`config.mk`:
```
export PLATFORM = sky130hd
export DESIGN_NAME = pipe_hazard_unit
export DESIGN_NICKNAME = d
export VERILOG_FILES = /design/src/rtl/cpu_pipe_pkg.sv /design/src/rtl/hz_fwd_mux.sv /design/src/rtl/pipe_hazard_unit.sv
export SDC_FILE = /design/constraint.sdc
export NUM_CORES = 1
export LEC_CHECK = 0
export ABC_CLOCK_PERIOD_IN_PS = 5100
export CAP_MARGIN = 20
export CELL_PAD_IN_SITES_DETAIL_PLACEMENT = 0
export CELL_PAD_IN_SITES_GLOBAL_PLACEMENT = 1
export CORE_MARGIN = 8
export CORE_UTILIZATION = 29
export CTS_CLUSTER_DIAMETER = 100
export DETAILED_ROUTE_END_ITERATION = 8
export GPL_TIMING_DRIVEN = 0
export PLACE_DENSITY_LB_ADDON = 0.1
export SETUP_SLACK_MARGIN = 0.1
export SLEW_MARGIN = 20
export SYNTH_ARGS = -nofsm -noshare
export SYNTH_HDL_FRONTEND = slang
export SYNTH_SLANG_ARGS = --single-unit
export TNS_END_PERCENT = 30
```
`constraint.sdc`:
```
create_clock -name clk -period 5.1 [get_ports clk]
set_clock_uncertainty 0.05 [all_clocks]
set_input_delay 1.02 -clock clk [delete_from_list [all_inputs] [get_ports clk]]
set_output_delay 1.02 -clock clk [all_outputs]
set_load 0.005 [all_outputs]
```
`src/rtl/cpu_pipe_pkg.sv`:
```
// Shared types and constants for the 5-stage CPU pipeline control blocks.
//   hz_state_t : halt-drain FSM states
//   fwd_sel_t  : EX operand source encoding (visible on fwd_*_sel)
//   OP_LW/OP_HLT : opcodes the decoder maps onto id_is_load / id_is_hlt
package cpu_pipe_pkg;

    localparam int unsigned OPCODE_W     = 4;
    localparam logic [OPCODE_W-1:0] OP_LW  = 4'b1000;
    localparam logic [OPCODE_W-1:0] OP_HLT = 4'b1111;

    // Cycles spent in DRAIN: HLT travels EX -> MEM -> WB and out of the pipe.
    localparam int unsigned DRAIN_CYCLES = 3;

    typedef enum logic [1:0] {
        RUN    = 2'd0,
        DRAIN  = 2'd1,
        HALTED = 2'd2
    } hz_state_t;

    typedef enum logic [1:0] {
        SEL_RF  = 2'b00,
        SEL_MEM = 2'b01,
        SEL_WB  = 2'b10
    } fwd_sel_t;

endpackage

```
`src/rtl/hz_fwd_mux.sv`:
```
// Per-operand forwarding mux: picks MEM result over WB result over the RF value.
// Ports:
//   src_vld/src_reg/src_used  : EX-slot instruction and the source register it reads
//   mem_vld/mem_wen/mem_dst   : EX/MEM scoreboard slot
//   wb_vld/wb_wen/wb_dst      : MEM/WB scoreboard slot
//   rf_val/mem_val/wb_val     : candidate operand values
//   fwd_val/fwd_sel           : selected value and its source (fwd_sel_t encoding)
module hz_fwd_mux
    import cpu_pipe_pkg::*;
#(
    parameter int unsigned DATA_W  = 16,
    parameter int unsigned REG_AW  = 4,
    parameter bit          FWD_EN  = 1'b1,
    parameter bit          ZERO_R0 = 1'b1
) (
    input  logic              src_vld,
    input  logic [REG_AW-1:0] src_reg,
    input  logic              src_used,
    input  logic              mem_vld,
    input  logic              mem_wen,
    input  logic [REG_AW-1:0] mem_dst,
    input  logic              wb_vld,
    input  logic              wb_wen,
    input  logic [REG_AW-1:0] wb_dst,
    input  logic [DATA_W-1:0] rf_val,
    input  logic [DATA_W-1:0] mem_val,
    input  logic [DATA_W-1:0] wb_val,
    output logic [DATA_W-1:0] fwd_val,
    output logic [1:0]        fwd_sel
);

    logic src_live;
    logic mem_hit;
    logic wb_hit;

    // Priority match; a hard-wired r0 source never takes a forwarded value.
    always_comb begin
        src_live = FWD_EN && src_vld && src_used && !(ZERO_R0 && (src_reg == '0));
        mem_hit  = src_live && mem_vld && mem_wen && (mem_dst == src_reg);
        wb_hit   = src_live && wb_vld && wb_wen && (wb_dst == src_reg);
        fwd_sel  = SEL_RF;
        fwd_val  = rf_val;
        if (mem_hit) begin
            fwd_sel = SEL_MEM;
            fwd_val = mem_val;
        end else if (wb_hit) begin
            fwd_sel = SEL_WB;
            fwd_val = wb_val;
        end
    end

endmodule

```
`src/rtl/pipe_hazard_unit.sv`:
```
// Hazard, forwarding and halt controller for the IF/ID/EX/MEM/WB pipeline.
// Keeps an EX/MEM/WB destination scoreboard, stalls on load-use (or any RAW when
// forwarding is off), squashes on taken redirects, forwards EX operands, and
// drains the pipe after HLT.
// Ports:
//   clk, rst                       : clock, synchronous active-high reset
//   id_valid, id_rs/id_rt, id_rs_used/id_rt_used, id_dst, id_wen,
//   id_is_load, id_is_hlt          : instruction currently in ID
//   ex_redirect                    : taken branch/jump resolved in EX
//   ex_a/ex_b, mem_result, wb_result : operand candidates
//   stall_if/stall_id/flush_if_id/bubble_ex : pipeline control (combinational)
//   fwd_a/fwd_b, fwd_a_sel/fwd_b_sel        : forwarded EX operands (combinational)
//   halted                         : registered, sticky until rst
module pipe_hazard_unit
    import cpu_pipe_pkg::*;
#(
    parameter int unsigned DATA_W  = 16,
    parameter int unsigned NREG    = 16,
    parameter bit          FWD_EN  = 1'b1,
    parameter bit          RF_BYP  = 1'b1,
    parameter bit          ZERO_R0 = 1'b1
) (
    input  logic                    clk,
    input  logic                    rst,
    input  logic                    id_valid,
    input  logic [$clog2(NREG)-1:0] id_rs,
    input  logic [$clog2(NREG)-1:0] id_rt,
    input  logic                    id_rs_used,
    input  logic                    id_rt_used,
    input  logic [$clog2(NREG)-1:0] id_dst,
    input  logic                    id_wen,
    input  logic                    id_is_load,
    input  logic                    id_is_hlt,
    input  logic                    ex_redirect,
    input  logic [DATA_W-1:0]       ex_a,
    input  logic [DATA_W-1:0]       ex_b,
    input  logic [DATA_W-1:0]       mem_result,
    input  logic [DATA_W-1:0]       wb_result,
    output logic                    stall_if,
    output logic                    stall_id,
    output logic                    flush_if_id,
    output logic                    bubble_ex,
    output logic [DATA_W-1:0]       fwd_a,
    output logic [DATA_W-1:0]       fwd_b,
    output logic [1:0]              fwd_a_sel,
    output logic [1:0]              fwd_b_sel,
    output logic                    halted
);

    localparam int unsigned REG_AW     = $clog2(NREG);
    localparam logic [1:0]  DRAIN_LAST = 2'(DRAIN_CYCLES - 1);

    // Scoreboard slots; MEM and WB only need what hazard/forward checks read.
    logic              ex_vld, ex_wen, ex_ld, ex_rs_u, ex_rt_u;
    logic [REG_AW-1:0] ex_dst, ex_rs, ex_rt;
    logic              mem_vld, mem_wen;
    logic [REG_AW-1:0] mem_dst;
    logic              wb_vld, wb_wen;
    logic [REG_AW-1:0] wb_dst;

    hz_state_t  state, state_nxt;
    logic [1:0] cnt, cnt_nxt;

    logic hz_ex, hz_mem, hz_wb, hazard, stall_run;

    function automatic logic slot_hit(input logic vld, input logic wen,
                                      input logic [REG_AW-1:0] dst,
                                      input logic [REG_AW-1:0] r, input logic used);
        return vld && wen && used && (dst == r) && !(ZERO_R0 && (r == '0));
    endfunction

    // Scoreboard shift; a bubble turns the incoming EX slot invalid.
    always_ff @(posedge clk) begin
        if (rst) begin
            ex_vld  <= 1'b0;
            ex_wen  <= 1'b0;
            ex_ld   <= 1'b0;
            ex_rs_u <= 1'b0;
            ex_rt_u <= 1'b0;
            ex_dst  <= '0;
            ex_rs   <= '0;
            ex_rt   <= '0;
            mem_vld <= 1'b0;
            mem_wen <= 1'b0;
            mem_dst <= '0;
            wb_vld  <= 1'b0;
            wb_wen  <= 1'b0;
            wb_dst  <= '0;
        end else begin
            ex_vld  <= id_valid && !bubble_ex;
            ex_wen  <= id_wen;
            ex_ld   <= id_is_load;
            ex_rs_u <= id_rs_used;
            ex_rt_u <= id_rt_used;
            ex_dst  <= id_dst;
            ex_rs   <= id_rs;
            ex_rt   <= id_rt;
            mem_vld <= ex_vld;
            mem_wen <= ex_wen;
            mem_dst <= ex_dst;
            wb_vld  <= mem_vld;
            wb_wen  <= mem_wen;
            wb_dst  <= mem_dst;
        end
    end

    // Hazard detection against the ID sources.
    always_comb begin
        hz_ex  = slot_hit(ex_vld, ex_wen, ex_dst, id_rs, id_rs_used) ||
                 slot_hit(ex_vld, ex_wen, ex_dst, id_rt, id_rt_used);
        hz_mem = slot_hit(mem_vld, mem_wen, mem_dst, id_rs, id_rs_used) ||
                 slot_hit(mem_vld, mem_wen, mem_dst, id_rt, id_rt_used);
        hz_wb  = slot_hit(wb_vld, wb_wen, wb_dst, id_rs, id_rs_used) ||
                 slot_hit(wb_vld, wb_wen, wb_dst, id_rt, id_rt_used);
        if (FWD_EN) begin
            hazard = hz_ex && ex_ld;
        end else begin
            hazard = hz_ex || hz_mem || (!RF_BYP && hz_wb);
        end
        stall_run = id_valid && hazard && !ex_redirect && (state == RUN);
    end

    // Halt FSM: state register (halted registered alongside).
    always_ff @(posedge clk) begin
        if (rst) begin
            state  <= RUN;
            cnt    <= '0;
            halted <= 1'b0;
        end else begin
            state  <= state_nxt;
            cnt    <= cnt_nxt;
            halted <= (state_nxt == HALTED);
        end
    end

    // Halt FSM: next state.
    always_comb begin
        state_nxt = state;
        cnt_nxt   = cnt;
        case (state)
            RUN: begin
                if (id_valid && id_is_hlt && !stall_run && !ex_redirect) begin
                    state_nxt = DRAIN;
                    cnt_nxt   = '0;
                end
            end
            DRAIN: begin
                if (cnt == DRAIN_LAST) begin
                    state_nxt = HALTED;
                    cnt_nxt   = '0;
                end else begin
                    cnt_nxt = cnt + 2'd1;
                end
            end
            HALTED:  state_nxt = HALTED;
            default: state_nxt = RUN;
        endcase
    end

    // Halt FSM: pipeline control outputs; a redirect overrides a same-cycle stall.
    always_comb begin
        stall_if    = 1'b0;
        stall_id    = 1'b0;
        flush_if_id = 1'b0;
        bubble_ex   = 1'b0;
        case (state)
            RUN: begin
                stall_if    = stall_run;
                stall_id    = stall_run;
                flush_if_id = ex_redirect;
                bubble_ex   = stall_run || ex_redirect;
            end
            DRAIN, HALTED: begin
                stall_if  = 1'b1;
                stall_id  = 1'b1;
                bubble_ex = 1'b1;
            end
            default: ;
        endcase
    end

    hz_fwd_mux #(
        .DATA_W (DATA_W),
        .REG_AW (REG_AW),
        .FWD_EN (FWD_EN),
        .ZERO_R0(ZERO_R0)
    ) u_fwd_a (
        .src_vld (ex_vld),
        .src_reg (ex_rs),
        .src_used(ex_rs_u),
        .mem_vld (mem_vld),
        .mem_wen (mem_wen),
        .mem_dst (mem_dst),
        .wb_vld  (wb_vld),
        .wb_wen  (wb_wen),
        .wb_dst  (wb_dst),
        .rf_val  (ex_a),
        .mem_val (mem_result),
        .wb_val  (wb_result),
        .fwd_val (fwd_a),
        .fwd_sel (fwd_a_sel)
    );

    hz_fwd_mux #(
        .DATA_W (DATA_W),
        .REG_AW (REG_AW),
        .FWD_EN (FWD_EN),
        .ZERO_R0(ZERO_R0)
    ) u_fwd_b (
        .src_vld (ex_vld),
        .src_reg (ex_rt),
        .src_used(ex_rt_u),
        .mem_vld (mem_vld),
        .mem_wen (mem_wen),
        .mem_dst (mem_dst),
        .wb_vld  (wb_vld),
        .wb_wen  (wb_wen),
        .wb_dst  (wb_dst),
        .rf_val  (ex_b),
        .mem_val (mem_result),
        .wb_val  (wb_result),
        .fwd_val (fwd_b),
        .fwd_sel (fwd_b_sel)
    );

endmodule

```
== Yosys cells after proc, flatten, opt, wreduce, memory -nomap -nowiden ==
Cells that the tools add are included.
Widths: inputs -> output; s select.

* Equality and inequality tests: 11
* $add $sub $neg: 1
* Reductions and logical operators: 48
* Muxes and demuxes: 17

{| class="wikitable"
|+ Operators by type and width
! operator !! count
|-
| $mux 16 || 4
|-
| $logic_and 1x1->1 || 31
|-
| $eq 4x4->1 || 6
|-
| $logic_not 4->1 || 4
|-
| $mux 2 || 8
|-
| $logic_not 1->1 || 7
|-
| $eq 2x2->1 const B || 3
|-
| $pmux 2 s3 || 1
|-
| $pmux 1 s2 || 2
|-
| $pmux 2 s2 || 1
|-
| $add 2x1->2 const B || 1
|-
| $eq 2x1->1 const B || 1
|-
| $logic_not 2->1 || 1
|-
| $logic_or 1x1->1 || 2
|-
| $ne 2x1->1 const B || 1
|-
| $reduce_and 2->1 || 1
|-
| $reduce_bool 2->1 || 1
|-
| $reduce_or 2->1 || 1
|-
| $mux 1 || 1
|}

* Register bits after elaboration: 34
* Input bits: 85
* Output and inout port bits: 41
* Logic and storage cells: 94

== Logic depth before layout (Yosys ltp) ==
* Depth in word-level cells: 15
* Depth in mapped cells: 8
* Mapped depth without buffers: 7

== By module ==
Synthesis repeated with hierarchy kept, for this count alone.

* Cell total of the unflattened synthesis: 334
* Area total of the unflattened synthesis: 2482.4 µm²

{| class="wikitable"
|+ By module, submodules not included
! module !! instances !! sequential area each (µm²) !! cells an instance !! area an instance (µm²)
|-
| pipe_hazard_unit || 1 || 680.7 || 112 || 1248.7
|-
| hz_fwd_mux || 2 || 0.0 || 111 || 616.8
|}

== Least setup slack after synthesis ==
No wires, ideal clock.

* Path kind: input port to output port
* Start: input id_valid
* End: output stall_if
* Stages: 6
* Data arrival time: 1.929 ns
* Path slack: 2.101 ns
* Data required time: 4.030 ns
* Buffers on the path: 1
* Path through: nor2b_1 -> nand2_1 -> nor3_1 -> nor2_1 -> a21oi_1 -> buf_4

* Word-level cells in the longest chain between the ends: 4

{| class="wikitable"
|+ RTL lines
! what !! RTL line !! text
|-
| start, declared || pipe_hazard_unit.sv:25 || <nowiki>input logic id_valid,</nowiki>
|-
| $logic_and 1x1->1 (3 in series) || pipe_hazard_unit.sv:120 || <nowiki>stall_run = id_valid && hazard && !ex_redirect && (state == RUN);</nowiki>
|-
| $pmux 1 s2 || - ||
|-
| end, declared || pipe_hazard_unit.sv:39 || <nowiki>output logic stall_if,</nowiki>
|}

Every way passes these cells.

== Worst setup path in the final report ==
* Start: input id_valid
* End: output stall_if

* Word-level cells in the longest chain between the ends: 4

{| class="wikitable"
|+ RTL lines
! what !! RTL line !! text
|-
| $logic_and 1x1->1 (3 in series) || pipe_hazard_unit.sv:120 ||
|-
| $pmux 1 s2 || pipe_hazard_unit.sv:166 || <nowiki>case (state)</nowiki>
|}

Every way passes these cells.

==> out/results.ini <==
[clock_network]
cts_hold_buf = 0
clk_latency_ns = 0.28
cts_tree = yes
cts_buffer_depth = 2
cts_root_buf = clkbuf_8
cts.sinks = 34
postCtsSetupBuffers = 0
cts.repair.resized = 0
cts_made_buffers = 5
clk_pin_slew_ns = 0.07
cts_max_level = 2

[final_layout]
multi_input_area_sq_um = 1440
nFillCells = 756
final_cells = 505
drive_gt1_frac = 0.0620
antenna_cells = 0
final_common_cell = clkdlybuf4s50_1
syn_to_final_growth_pct = 65.1
layout.nets = 491
mostFrequentLayoutCells = 125 x clkdlybuf4s50_1, 34 x mux2i_1, 34 x dfxtp_1
final_core_util = 0.487
area.sequential_sq_um = 681
final_area_sq_um = 3730

[routing]
drc_errors = 0
wl_per_cell_um = 15.8
vias = 2315
drt_iter0_markers = 47
routed_wl_um = 7980
dr.pass1.iters = 4
avgViaCountPerCell = 4.58
drt.antenna.violating_nets = 0

[placement]
dp.cells = 497
post-place-ws_ns = 0.959
dpl_cell_area_sq_um = 3640
dpl.hpwl_um = 6560
port_buffers = 125
gp_congestion = 0.809

[floorplanning]
io_pins = 126
start_util = 0.295
num_rows = 32
fp.dieW_um = 104
die_h_um = 104
die_area_sq_um = 10900
core_area_sq_um = 7650

[grt]
grt_start_max_net_pins = 11
overflow = 0
antenna_found_initial = 0
grt_pass1_vias = 2412
grt_usage = 0.148
grt_pass1_wl_um = 13200

[setup_path]
required_ns = 4.03
critPathMaxFanout = 4
critical_path_class = in2out
rr_worst_depth = 7
ff2ff_setup_slack_ns = 3.28
r2r_start = state[0]
r2r-end = cnt[0]
startpoint_type = input pin
crit_arrival_ns = 3.07
end_kind = output pin

[synth]
synthXorXnorAreaFrac = 0.0931
synth-adder-area-share = 0.0222
synth_seq_area_share = 0.302
synth-seq-cells = 34
synth_compound_area_frac = 0.103
ys_types = 37
muxShareOfSynthArea = 0.151
synth_fp_nets = 359
syn_area_per_cell_sq_um = 8.36
yosysWarnings = 0
syn-instance-count = 270
synth.top_cell.area_share = 0.302
netlist_area_sq_um = 2260
synth_top_family_by_area = simple AND/OR/NAND/NOR gates
synth_area_leaders = dfxtp_1 30%, mux2i_1 15%, nor2b_1 8.3%
yosysTopAreaCell = dfxtp_1
synth-simple-area-share = 0.269

[power_and_ir_drop]
total_leakage_power_nw = 1.59
max-vdd-ir-drop_v = 0.000157
p_per_area_nw_per_um2 = 176
power_mw = 0.655

[sta]
max_freq_ghz = 0.242
hold_ws_ns = 0.410
final_max_slew_viol_count = 0
worst_slew_pin_slew_ns = 0.503
finalSetupTns_ns = 0
finalHoldViolations = 0
min_period_ns = 4.14
setup_viol = 0
finalCritPeriodShare = 0.811
worst_slack_ns = 0.963
rsz0062_at_grt = no
relSlewSlack = 0.665

[worst_hold_path]
worstHoldPathType = reg2reg
min_to = wb_wen
min-delay-start = mem_wen
hold_path_depth = 1

[outcome]
status = complete, no violations

[run]
cap_violations = 0

-- how the worst max path moves through the flow --
stage	startpoint	end	slack, ns	cells after the start
global route	id_valid	stall_if	0.80	8
detailed placement	id_valid	stall_if	0.96	8
floorplan	id_valid	stall_if	2.10	6
CTS	id_valid	stall_if	0.95	8
global placement	id_rs[1]	stall_if	0.94	7
finish	id_valid	stall_if	0.96	8
-- power by group --
| group | switching (mW) | leakage, nW | internal [mW] | total (mW) |
|---|---|---|---|---|
| Combinational | 0.0532 | 1.26 | 0.114 | 0.168 |
| Clock | 0.0907 | 0.0482 | 0.109 | 0.199 |
| Sequential | 0.0117 | 0.280 | 0.277 | 0.288 |
-- sequential cells by signal (all words and copies together) (netlist names), 2 cells and up --
name,flops
mem_dst,4
ex_dst,4
state,2
ex_rs,4
cnt,2
wb_dst,4
ex_rt,4
-- cells in the mapped netlist --
| master | n |
|---|---|
| o41ai_1 | 2 |
| nand4_1 | 4 |
| mux2i_1 | 34 |
| nand3_1 | 4 |
| a311oi_1 | 1 |
| and2_1 | 1 |
| a211oi_1 | 1 |
| nor2_1 | 22 |
| nand3_4 | 1 |
| o21ai_1 | 10 |
| nand2_1 | 24 |
| nand2b_1 | 4 |
| nor3_2 | 1 |
| or3_1 | 2 |
| clkbuf_2 | 1 |
| and4_1 | 2 |
| nor3_1 | 5 |
| buf_2 | 5 |
| xor2_1 | 7 |
| clkbuf_1 | 3 |
| buf_12 | 1 |
| nor4_2 | 1 |
| buf_6 | 2 |
| and3_1 | 2 |
| nor2b_1 | 30 |
| buf_4 | 3 |
| nor4_1 | 2 |
| a21boi_0 | 1 |
| ha_1 | 4 |
| inv_1 | 8 |
| nor2_2 | 1 |
| a21oi_1 | 20 |
| nor4_4 | 1 |
| xnor2_1 | 17 |
| nor4b_4 | 1 |
| o21ai_0 | 8 |
| dfxtp_1 | 34 |
-- critical path: stages --
cell,delay (ns)
clkdlybuf4s50_1,0.50
nor2b_1,0.24
nand2_1,0.13
nor3_1,0.25
nor2_1,0.12
a21oi_1,0.20
buf_4,0.13
clkdlybuf4s50_1,0.49
-- cell type report --
cell class | count | share of cell area
multi-input cells | 213 | 0.386
repair buffers | 125 | 0.336
flip-flops and latches | 34 | 0.183
well taps | 102 | 0.0342
plain buffers | 15 | 0.0285
clock buffers | 7 | 0.0232
inverters | 8 | 0.00806
clock inverters | 1 | 0.00134
-- routing by layer --
layer  routed length, um  vias up  GRT usage
met5                   0        -          0
met3                 636        7     0.0434
met1                3760     1027      0.187
met4                 105        0     0.0445
li1                    -     1180          -
met2                3480      101      0.238
-- logic make-up after synthesis --
| group | Yosys count |
|---|---|
| xor gates and xnor gates | 24 |
| and+or+nand+nor | 108 |
| AOI/OAI and AO/OA | 43 |
| buffers and inverters | 23 |
| muxes | 34 |
| adders and majority gates | 4 |
| DFF | 34 |
No activity file was read; power rests on OpenSTA's default activity.
==> variant (config.mk and constraints unchanged) <==
Re-encode `hz_state_t` (3 states) as one-hot, 3 bits wide.
--- a/src/rtl/cpu_pipe_pkg.sv
+++ b/src/rtl/cpu_pipe_pkg.sv
@@ -11,10 +11,10 @@
     // Cycles spent in DRAIN: HLT travels EX -> MEM -> WB and out of the pipe.
     localparam int unsigned DRAIN_CYCLES = 3;
 
-    typedef enum logic [1:0] {
-        RUN    = 2'd0,
-        DRAIN  = 2'd1,
-        HALTED = 2'd2
+    typedef enum logic [2:0] {
+        RUN    = 3'b001,
+        DRAIN  = 3'b010,
+        HALTED = 3'b100
     } hz_state_t;
 
     typedef enum logic [1:0] {
Formal check against the unedited RTL: same outputs for any inputs over 10 cycles, from zero or initial values and one cycle with rst high; not proved beyond that.
==> variant against the unedited design <==
Sequential share of layout area increased by 0.36 points; sequential power increased by 2%; count of clock-buffer cells in the layout unchanged; worst setup slack got worse by 0.069 ns; sequential cell count increased by 1; cell area increased by 0.94%; register-to-register slack got worse by 0.17 ns; cell count decreased by 6.1%; wire length decreased by 3.2%; area after synthesis increased by 2.0%; total power decreased by 1.3%; critical path type unchanged; highest routed layer unchanged.
==> variant: results (changes against the unedited design) <==
Routing
  – DRT iter0 DRCs: 33 (was 47)
  – Met1 WL: 3560 um (was 3760 um)
  – Via-per-instance ratio: 4.56 (was 4.58)
  – DR WL met3: 638 um (was 636 um)
  – Final WL: 7730 um (was 7980 um)
  – DR WL met2: 3450 um (was 3480 um)

Global route
  – Vias in the first global route: 2275 (was 2412)
  – First-pass GRT wire length: 12600 um (was 13200 um)
  – GRT Util Overall: 0.141 (was 0.148)

Final layout
  – Net count, final: 456 (was 491)
  – Fillcell total: 741 (was 756)

Placement
  – HPWL after DPL: 6420 um (was 6560 um)
  – GPL Wtd Cong: 0.793 (was 0.809)

Yosys
  – Register area share after synthesis: 0.304 (was 0.302)
  – Synth top cells by count: dfxtp_1, nor2b_1, nor2_1 (was dfxtp_1, mux2i_1, nor2b_1)
  – Post-synthesis cell type count: 38 (was 37)
  – Ranking of synthesized cells by area: dfxtp_1, mux2_4, nor2b_1, mux2i_1, mux2_2 (was dfxtp_1, mux2i_1, nor2b_1, xnor2_1, a21oi_1)
  – Syn_nets: 324 (was 359)

Timing
  – Worst Max-Slew Pin Slew: 0.511 ns (was 0.503 ns)

Status
  – Status: finished, final reports clean (unchanged)

CTS
  – H-tree Lvls: 2 (unchanged)
  – CTS-repair resized insts: 0 (unchanged)

Worst setup path
  – Reg-to-reg critical path startpoint: state[0] (unchanged)
  – Largest stage delay on the critical path: 0.53 ns (was 0.50 ns)
  – Worst path arrival time: 3.14 ns (was 3.07 ns)
  – Worst Reg-to-Reg Cells: 5 (was 7)
  – Critical R2R Capture: cnt[1] (was cnt[0])

Power
  – Pleak: 0.00161 uW (was 0.00159 uW)
  – Peak supply drop: 0.148 mV (was 0.157 mV)
-- variant: cell count changes in the layout (fill, tap and decap cells not counted), sizes merged, moves of 4 or more --
cell,before,now
a21oi,20,16
o21ai,18,1
mux2,0,32
nand2,24,4
inv,8,4
mux2i,34,17
ha,4,0
-- variant: through the flow --
stage	instances	cell area, um^2	hold slack [ns]	util	setup WS, ns
2_1_floorplan	239	2300	0.380	-	1.99
3_3_place_gp	466	3680	0.410	0.476	0.886
3_5_place_dp	466	3680	0.409	0.476	0.878
4_1_cts	474	3760	0.430	0.487	0.879
5_1_grt	474	3760	0.445	0.487	0.800
6_report	474	3760	0.418	0.487	0.893
-- variant: metal layers --
layer	vias to the layer above	global-route usage
met3	7	0.0461
met2	98	0.231
met4	0	0.0398
li1	1096	-
met1	962	0.171
met5	-	0
-- variant: logic make-up (layout without fill, tap and decap cells) --
kind of cell              Yosys count  after routing  share of synthesized area
muxes                              49             49                      0.260
AOI/OAI and AO/OA                  22             22                     0.0576
buffers and inverters              18            151                     0.0462
xor gates and xnor gates           24             24                     0.0913
and+or+nand+nor                    91             91                      0.241
DFF                                35             35                      0.304
-- variant: power breakdown --
group / switching [uW] / leakage, uW / internal (uW) / total, uW
logic: 48.1 / 0.00128 / 118 / 166
registers: 10.5 / 0.000288 / 284 / 295
clock network: 90.8 / 0.0000422 / 95.7 / 187
total: 149 / 0.00161 / 498 / 647
-- variant: how the worst min path moves through the flow --
stage	slack (ns)	end
3_3_place_gp	0.41	mem_wen
5_1_grt	0.45	mem_wen
4_1_cts	0.43	mem_wen
6_report	0.42	mem_wen
2_1_floorplan	0.38	mem_wen
3_5_place_dp	0.41	mem_wen
-- variant: cell type report --
type	count	area, um^2	area share
sequential	35	701	0.186
clock buffer	7	76.3	0.0203
multi-input combinational	186	1500	0.397
tap	102	128	0.0339
inverter	4	15.0	0.00399
buffer	14	91.3	0.0243
clock inverter	1	5.00	0.00133
timing repair buffer	125	1250	0.333
-- variant: worst reg2reg max path: stages, from the launching register on --
cell	delay, ns
dfxtp_1	0.39
nor3b_2	0.25
nand4b_1	0.17
or4_4	0.59
and3_4	0.20
o41ai_2	0.25
